--- config.mk ---
export PLATFORM = sky130hd
export DESIGN_NAME = if_stage_flat
export DESIGN_NICKNAME = d
export VERILOG_FILES = /design/src/rtl/if_stage_if.sv /design/src/rtl/if_stage.sv /design/src/flat_wrapper.sv
export SDC_FILE = /design/constraint.sdc
export NUM_CORES = 1
export LEC_CHECK = 0
export CORE_MARGIN = 3
export CORE_UTILIZATION = 35
export DETAILED_ROUTE_END_ITERATION = 10
export PLACE_DENSITY = 0.74
export SYNTH_ARGS = -nofsm -noshare
export SYNTH_HDL_FRONTEND = slang
export SYNTH_SLANG_ARGS = --single-unit
--- constraint.sdc ---
create_clock -name clk -period 6.6 [get_ports clk]
set_clock_uncertainty 0.2 [all_clocks]
set_input_delay 1.32 -clock clk [delete_from_list [all_inputs] [get_ports clk]]
set_output_delay 1.32 -clock clk [all_outputs]
set_load 0.02 [all_outputs]
--- src/rtl/if_stage_if.sv ---
// IF-stage bus: instruction-memory port plus the IF/ID pipeline register outputs.
// The master modport is the fetch stage; the slave modport is the ROM/decode side.
interface if_stage_if;
  logic [31:0] imem_addr_o;
  logic [31:0] imem_inst_i;
  logic [31:0] id_inst_o;
  logic [31:0] id_pc_o;
  logic [31:0] id_pc4_o;
  logic        id_valid_o;
  logic        id_fault_o;
  logic [31:0] fetch_cnt_o;

  modport master (
    output imem_addr_o,
    input  imem_inst_i,
    output id_inst_o,
    output id_pc_o,
    output id_pc4_o,
    output id_valid_o,
    output id_fault_o,
    output fetch_cnt_o
  );

  modport slave (
    input  imem_addr_o,
    output imem_inst_i,
    input  id_inst_o,
    input  id_pc_o,
    input  id_pc4_o,
    input  id_valid_o,
    input  id_fault_o,
    input  fetch_cnt_o
  );
endinterface

--- src/rtl/if_stage.sv ---
// Instruction-fetch stage: PC register, ROM-window fault check and IF/ID register
// with stall, flush and branch/jump redirect.
module if_stage #(
  parameter logic [31:0] RESET_PC = 32'h0000_3000,
  parameter int unsigned IM_WORDS = 2048,
  parameter logic [31:0] NOP_WORD = 32'h0000_0000
) (
  input  logic        clk,
  input  logic        rst_n,
  input  logic        stall_i,
  input  logic        flush_i,
  input  logic        redirect_i,
  input  logic [31:0] redirect_pc_i,
  if_stage_if.master  bus
);

  localparam logic [31:0] PC_LAST = RESET_PC + 32'(4 * IM_WORDS) - 32'd4;

  logic [31:0] pc_q, pc_d;
  logic [31:0] inst_q, inst_d;
  logic [31:0] id_pc_q, id_pc_d;
  logic [31:0] id_pc4_q, id_pc4_d;
  logic        valid_q, valid_d;
  logic        fault_q, fault_d;
  logic [31:0] cnt_q, cnt_d;

  logic [31:0] pc4_c;
  logic        fault_c;

  assign pc4_c   = pc_q + 32'd4;
  assign fault_c = (pc_q[1:0] != 2'b00) || (pc_q < RESET_PC) || (pc_q > PC_LAST);

  always_comb begin
    pc_d     = pc_q;
    inst_d   = inst_q;
    id_pc_d  = id_pc_q;
    id_pc4_d = id_pc4_q;
    valid_d  = valid_q;
    fault_d  = fault_q;
    cnt_d    = cnt_q;

    // Redirect beats stall so a branch resolved while stalled is never dropped.
    if (redirect_i) begin
      pc_d = redirect_pc_i;
    end else if (!stall_i) begin
      pc_d = pc4_c;
    end

    // The slot fetched alongside a redirect is the delay slot and is kept.
    if (flush_i) begin
      inst_d  = NOP_WORD;
      valid_d = 1'b0;
      fault_d = 1'b0;
    end else if (stall_i) begin
      inst_d = inst_q;
    end else if (fault_c) begin
      inst_d   = NOP_WORD;
      id_pc_d  = pc_q;
      id_pc4_d = pc4_c;
      valid_d  = 1'b0;
      fault_d  = 1'b1;
    end else begin
      inst_d   = bus.imem_inst_i;
      id_pc_d  = pc_q;
      id_pc4_d = pc4_c;
      valid_d  = 1'b1;
      fault_d  = 1'b0;
      cnt_d    = cnt_q + 32'd1;
    end
  end

  always_ff @(posedge clk) begin
    if (!rst_n) begin
      pc_q     <= RESET_PC;
      inst_q   <= NOP_WORD;
      id_pc_q  <= 32'd0;
      id_pc4_q <= 32'd0;
      valid_q  <= 1'b0;
      fault_q  <= 1'b0;
      cnt_q    <= 32'd0;
    end else begin
      pc_q     <= pc_d;
      inst_q   <= inst_d;
      id_pc_q  <= id_pc_d;
      id_pc4_q <= id_pc4_d;
      valid_q  <= valid_d;
      fault_q  <= fault_d;
      cnt_q    <= cnt_d;
    end
  end

  assign bus.imem_addr_o = pc_q;
  assign bus.id_inst_o   = inst_q;
  assign bus.id_pc_o     = id_pc_q;
  assign bus.id_pc4_o    = id_pc4_q;
  assign bus.id_valid_o  = valid_q;
  assign bus.id_fault_o  = fault_q;
  assign bus.fetch_cnt_o = cnt_q;

endmodule

--- src/flat_wrapper.sv ---
// flat-port wrapper written by rule: the top's interface ports become plain ports
module if_stage_flat 
#(
  parameter logic [31:0] RESET_PC = 32'h0000_3000,
  parameter int unsigned IM_WORDS = 2048,
  parameter logic [31:0] NOP_WORD = 32'h0000_0000
)
  (clk, rst_n, stall_i, flush_i, redirect_i, redirect_pc_i, bus_imem_addr_o, bus_imem_inst_i, bus_id_inst_o, bus_id_pc_o, bus_id_pc4_o, bus_id_valid_o, bus_id_fault_o, bus_fetch_cnt_o);
  if_stage_if bus_i ();
  input  logic clk;
  input  logic rst_n;
  input  logic stall_i;
  input  logic flush_i;
  input  logic redirect_i;
  input  logic [31:0] redirect_pc_i;
  output wire logic [$bits(bus_i.imem_addr_o)-1:0] bus_imem_addr_o;
  input wire logic [$bits(bus_i.imem_inst_i)-1:0] bus_imem_inst_i;
  output wire logic [$bits(bus_i.id_inst_o)-1:0] bus_id_inst_o;
  output wire logic [$bits(bus_i.id_pc_o)-1:0] bus_id_pc_o;
  output wire logic [$bits(bus_i.id_pc4_o)-1:0] bus_id_pc4_o;
  output wire logic [$bits(bus_i.id_valid_o)-1:0] bus_id_valid_o;
  output wire logic [$bits(bus_i.id_fault_o)-1:0] bus_id_fault_o;
  output wire logic [$bits(bus_i.fetch_cnt_o)-1:0] bus_fetch_cnt_o;
  assign bus_imem_addr_o = bus_i.imem_addr_o;
  assign bus_i.imem_inst_i = bus_imem_inst_i;
  assign bus_id_inst_o = bus_i.id_inst_o;
  assign bus_id_pc_o = bus_i.id_pc_o;
  assign bus_id_pc4_o = bus_i.id_pc4_o;
  assign bus_id_valid_o = bus_i.id_valid_o;
  assign bus_id_fault_o = bus_i.id_fault_o;
  assign bus_fetch_cnt_o = bus_i.fetch_cnt_o;
  if_stage #(.RESET_PC(RESET_PC), .IM_WORDS(IM_WORDS), .NOP_WORD(NOP_WORD)) u_core (.clk(clk), .rst_n(rst_n), .stall_i(stall_i), .flush_i(flush_i), .redirect_i(redirect_i), .redirect_pc_i(redirect_pc_i), .bus(bus_i));
endmodule
==> flow_summary.toml <==
[status]
status = "completed"

[sta]
relSlewSlack_pct = 25.6
slew_viol_final = 0
setup_ws_ps = 3120
holdWs_ps = 251
period_share_pct = 52.7
finalHoldViolCount = 0
tns_ps = 0
fmax_mhz = 287
setup_viol = 0
rsz0062_at_grt = "no"
finalCriticalPeriod_ps = 3480
worst_pin_slew_ps = 1110

[critical_path]
r2r_setup_slack_ps = 3500
max_stage_delay_ps = 910
cp-start-kind = "input pin"
worstPathArrival_ps = 3620
cp_slowest_cell = "nor2_4"
crit_fanout = 34
crit_type = "in2reg"
end_kind = "register"
critPathRequiredTime_ps = 6740
crit_chain = "buf_2 > nor4_2 > nand3_2 > nor2_4 > a22oi_1 > nor2_1"

[clock_network]
hold_buffers = 0
clk_pin_slew_worst_paths_ps = 60
cts_tree = "yes"
numCtsBuffers = 17
cts_setup_buffers = 0
cts_resized = 0
htree_levels = 4
clock-sinks = 160
cts_buffer_depth = 2
clockRootBuffer = "clkbuf_16"
clkLatencyLatePin_ps = 410

[drt]
wirelength_um = 21800
vias_per_cell = 5.06
ant_nets = 0
routedWlPerCell_um = 16.9
vias = 6530
first_pass_iters = 4
post-route-drc-count = 0
drt-initial-drc-count = 408

[floorplanning]
pin_count = 231
core_area_mm2 = 0.0199
die_area_mm2 = 0.0224
die_w_um = 150
start_util_pct = 36.3
die_h_um = 150
num_rows = 51

[global_route]
grt_pass1_wl_um = 34600
grt_pass1_vias = 6313
grt.overflow.total = 0
track_usage_pct = 19.2
antenna_found_initial = 1
grt_max_degree = 68

[synthesis]
syn-cell-area_mm2 = 0.00723
synth_top_cell_by_area = "dfxtp_1"
synth.area.top_cells = "dfxtp_1 (44%), a21oi_1 (5.5%), xnor2_1 (5.4%), nand2_1 (4.9%), nor2_1 (4.9%)"
ys_ff_latch = 160
synth-edff-count = 0
ys_seq_area_share_pct = 44.3
synth_warnings = 0
synthArstFlopShare_pct = 0
syn-num-nets = 910
synth_top_area_share_pct = 44.3
synth_cells = 839
dominantRegCellSynth = "dfxtp_1"
ys_types = 47
avgSynthCellArea_um2 = 8.62

[min_path]
min_path_type = "reg2reg"

[placed_design]
io_buffer_count = 230
dp_worst_setup_slack_ps = 2670
hpwl_um = 15100
postPlaceCellArea_mm2 = 0.00955
place.gp.congestion = 0.787

[flow_run]
max_cap_violations = 0

[final_layout]
nets = 1086
fin_area_mm2 = 0.0102
antennaDiodeCount = 0
drive_above_1_share_pct = 7.21
area_growth_pct = 41.0

[pwr]
power_per_cell_area_mw_per_mm2 = 237
ir_drop_uv = 165
p_leak_nw = 3.39
cell families (layout without fill, tap and decap cells):
| kind of cell | after synthesis | in the layout | share of synthesized area, % |
|---|---|---|---|
| AO/OA/AOI/OAI | 169 | 169 | 13.6 |
| XOR/XNOR | 76 | 76 | 9.20 |
| flip-flops | 160 | 160 | 44.3 |
| AND/OR/NAND/NOR | 330 | 330 | 25.0 |
| multiplexers | 14 | 14 | 1.94 |
| adder cells (fa/ha/maj) | 2 | 2 | 0.346 |
| buffers and inverters | 88 | 275 | 5.60 |
worst paths after layout:
path                              startpoint                       end  cells after the start
setup / recovery                     stall_i  u_core.bus.id_inst_o[14]                      6
hold / removal        u_core.bus.id_pc_o[10]    u_core.bus.id_pc_o[10]                      2
setup reg to reg  u_core.bus.imem_addr_o[28]  u_core.bus.id_inst_o[14]                      5
hold reg to reg       u_core.bus.id_pc_o[10]    u_core.bus.id_pc_o[10]                      2
cell type report:
type | instances | area, um2
fillers | 1887 | 9710
multi-input cells | 591 | 3640
flip-flops and latches | 160 | 3200
repair buffers | 237 | 2340
clock buffers | 20 | 437
well taps | 265 | 332
clock inverters | 10 | 211
inverters | 8 | 30.0
routing by layer:
metal	up-vias	GRT usage, %	routed length (um)
met5	-	0	8
met4	2	4.62	283
met3	20	5.81	1460
met2	188	31.6	10400
met1	3075	24.9	9650
li1	3245	-	-
stage by stage:
stage | total power [mW] | instances | utilization, %
floorplan | 1.20 | 839 | -
global placement | 1.33 | 1261 | 48.0
detailed placement | 1.33 | 1261 | 48.0
CTS | 2.44 | 1291 | 51.2
global route | 2.51 | 1291 | 51.2
finish | 2.41 | 1291 | 51.2
Yosys cell counts (2+ instances only):
| master | count |
|---|---|
| inv_1 | 6 |
| and4_1 | 6 |
| or3_1 | 2 |
| clkbuf_1 | 47 |
| inv_2 | 2 |
| nor4_1 | 5 |
| a22oi_1 | 32 |
| ha_1 | 2 |
| o21ai_0 | 39 |
| nand3_2 | 2 |
| a31o_1 | 3 |
| nor2b_1 | 3 |
| buf_4 | 9 |
| xor2_1 | 31 |
| mux2i_1 | 14 |
| nor3b_1 | 2 |
| a21oi_1 | 79 |
| and3_1 | 8 |
| nor3_2 | 2 |
| and3b_1 | 2 |
| nand2_1 | 95 |
| nor2_1 | 95 |
| buf_6 | 2 |
| nand2b_1 | 8 |
| nand4b_1 | 6 |
| nand3_1 | 26 |
| buf_2 | 21 |
| a211oi_1 | 14 |
| nor3_1 | 13 |
| dfxtp_1 | 160 |
| nor4_2 | 21 |
| xnor2_1 | 45 |
| nor4_4 | 3 |
| nand4_1 | 21 |
worst max-delay path, delay by kind of cell:
family                 cells  cell delay (ps)
AO/OA/AOI/OAI              1              150
buffers and inverters      1              120
AND/OR/NAND/NOR            4             1990
state kept, by name (all words and copies together) (netlist names):
signal / count
u_core.bus.fetch_cnt_o: 32
u_core.bus.id_pc_o: 30
u_core.bus.imem_addr_o: 32
u_core.bus.id_valid_o: 1
u_core.bus.id_fault_o: 1
u_core.bus.id_pc4_o: 32
u_core.bus.id_inst_o: 32
power by group:
part	switching (mW)	internal, mW	leakage [nW]
Combinational	0.142	0.126	1.77
Clock	0.398	0.708	0.314
Sequential	0.0445	0.997	1.30
cell usage in the layout (no fill, tap or decap), types with 5 or more instances in the layout:
cell,netlist,layout
a21oi_1,79,79
nor2_1,95,94
and4_1,6,6
clkdlybuf4s50_1,0,228
a22oi_1,32,32
nor4_1,5,5
nor4_2,21,21
nor3_1,13,13
buf_4,9,7
nand4_1,21,21
nand4b_1,6,6
inv_1,6,6
nand3_1,26,26
o21ai_0,39,39
mux2i_1,14,14
a211oi_1,14,14
xnor2_1,45,45
nand2b_1,8,8
bufinv_16,0,6
nand2_1,95,95
and3_1,8,8
xor2_1,31,31
clkbuf_16,0,17
dfxtp_1,160,160
Note: power is estimated with default switching activity, not from simulation.
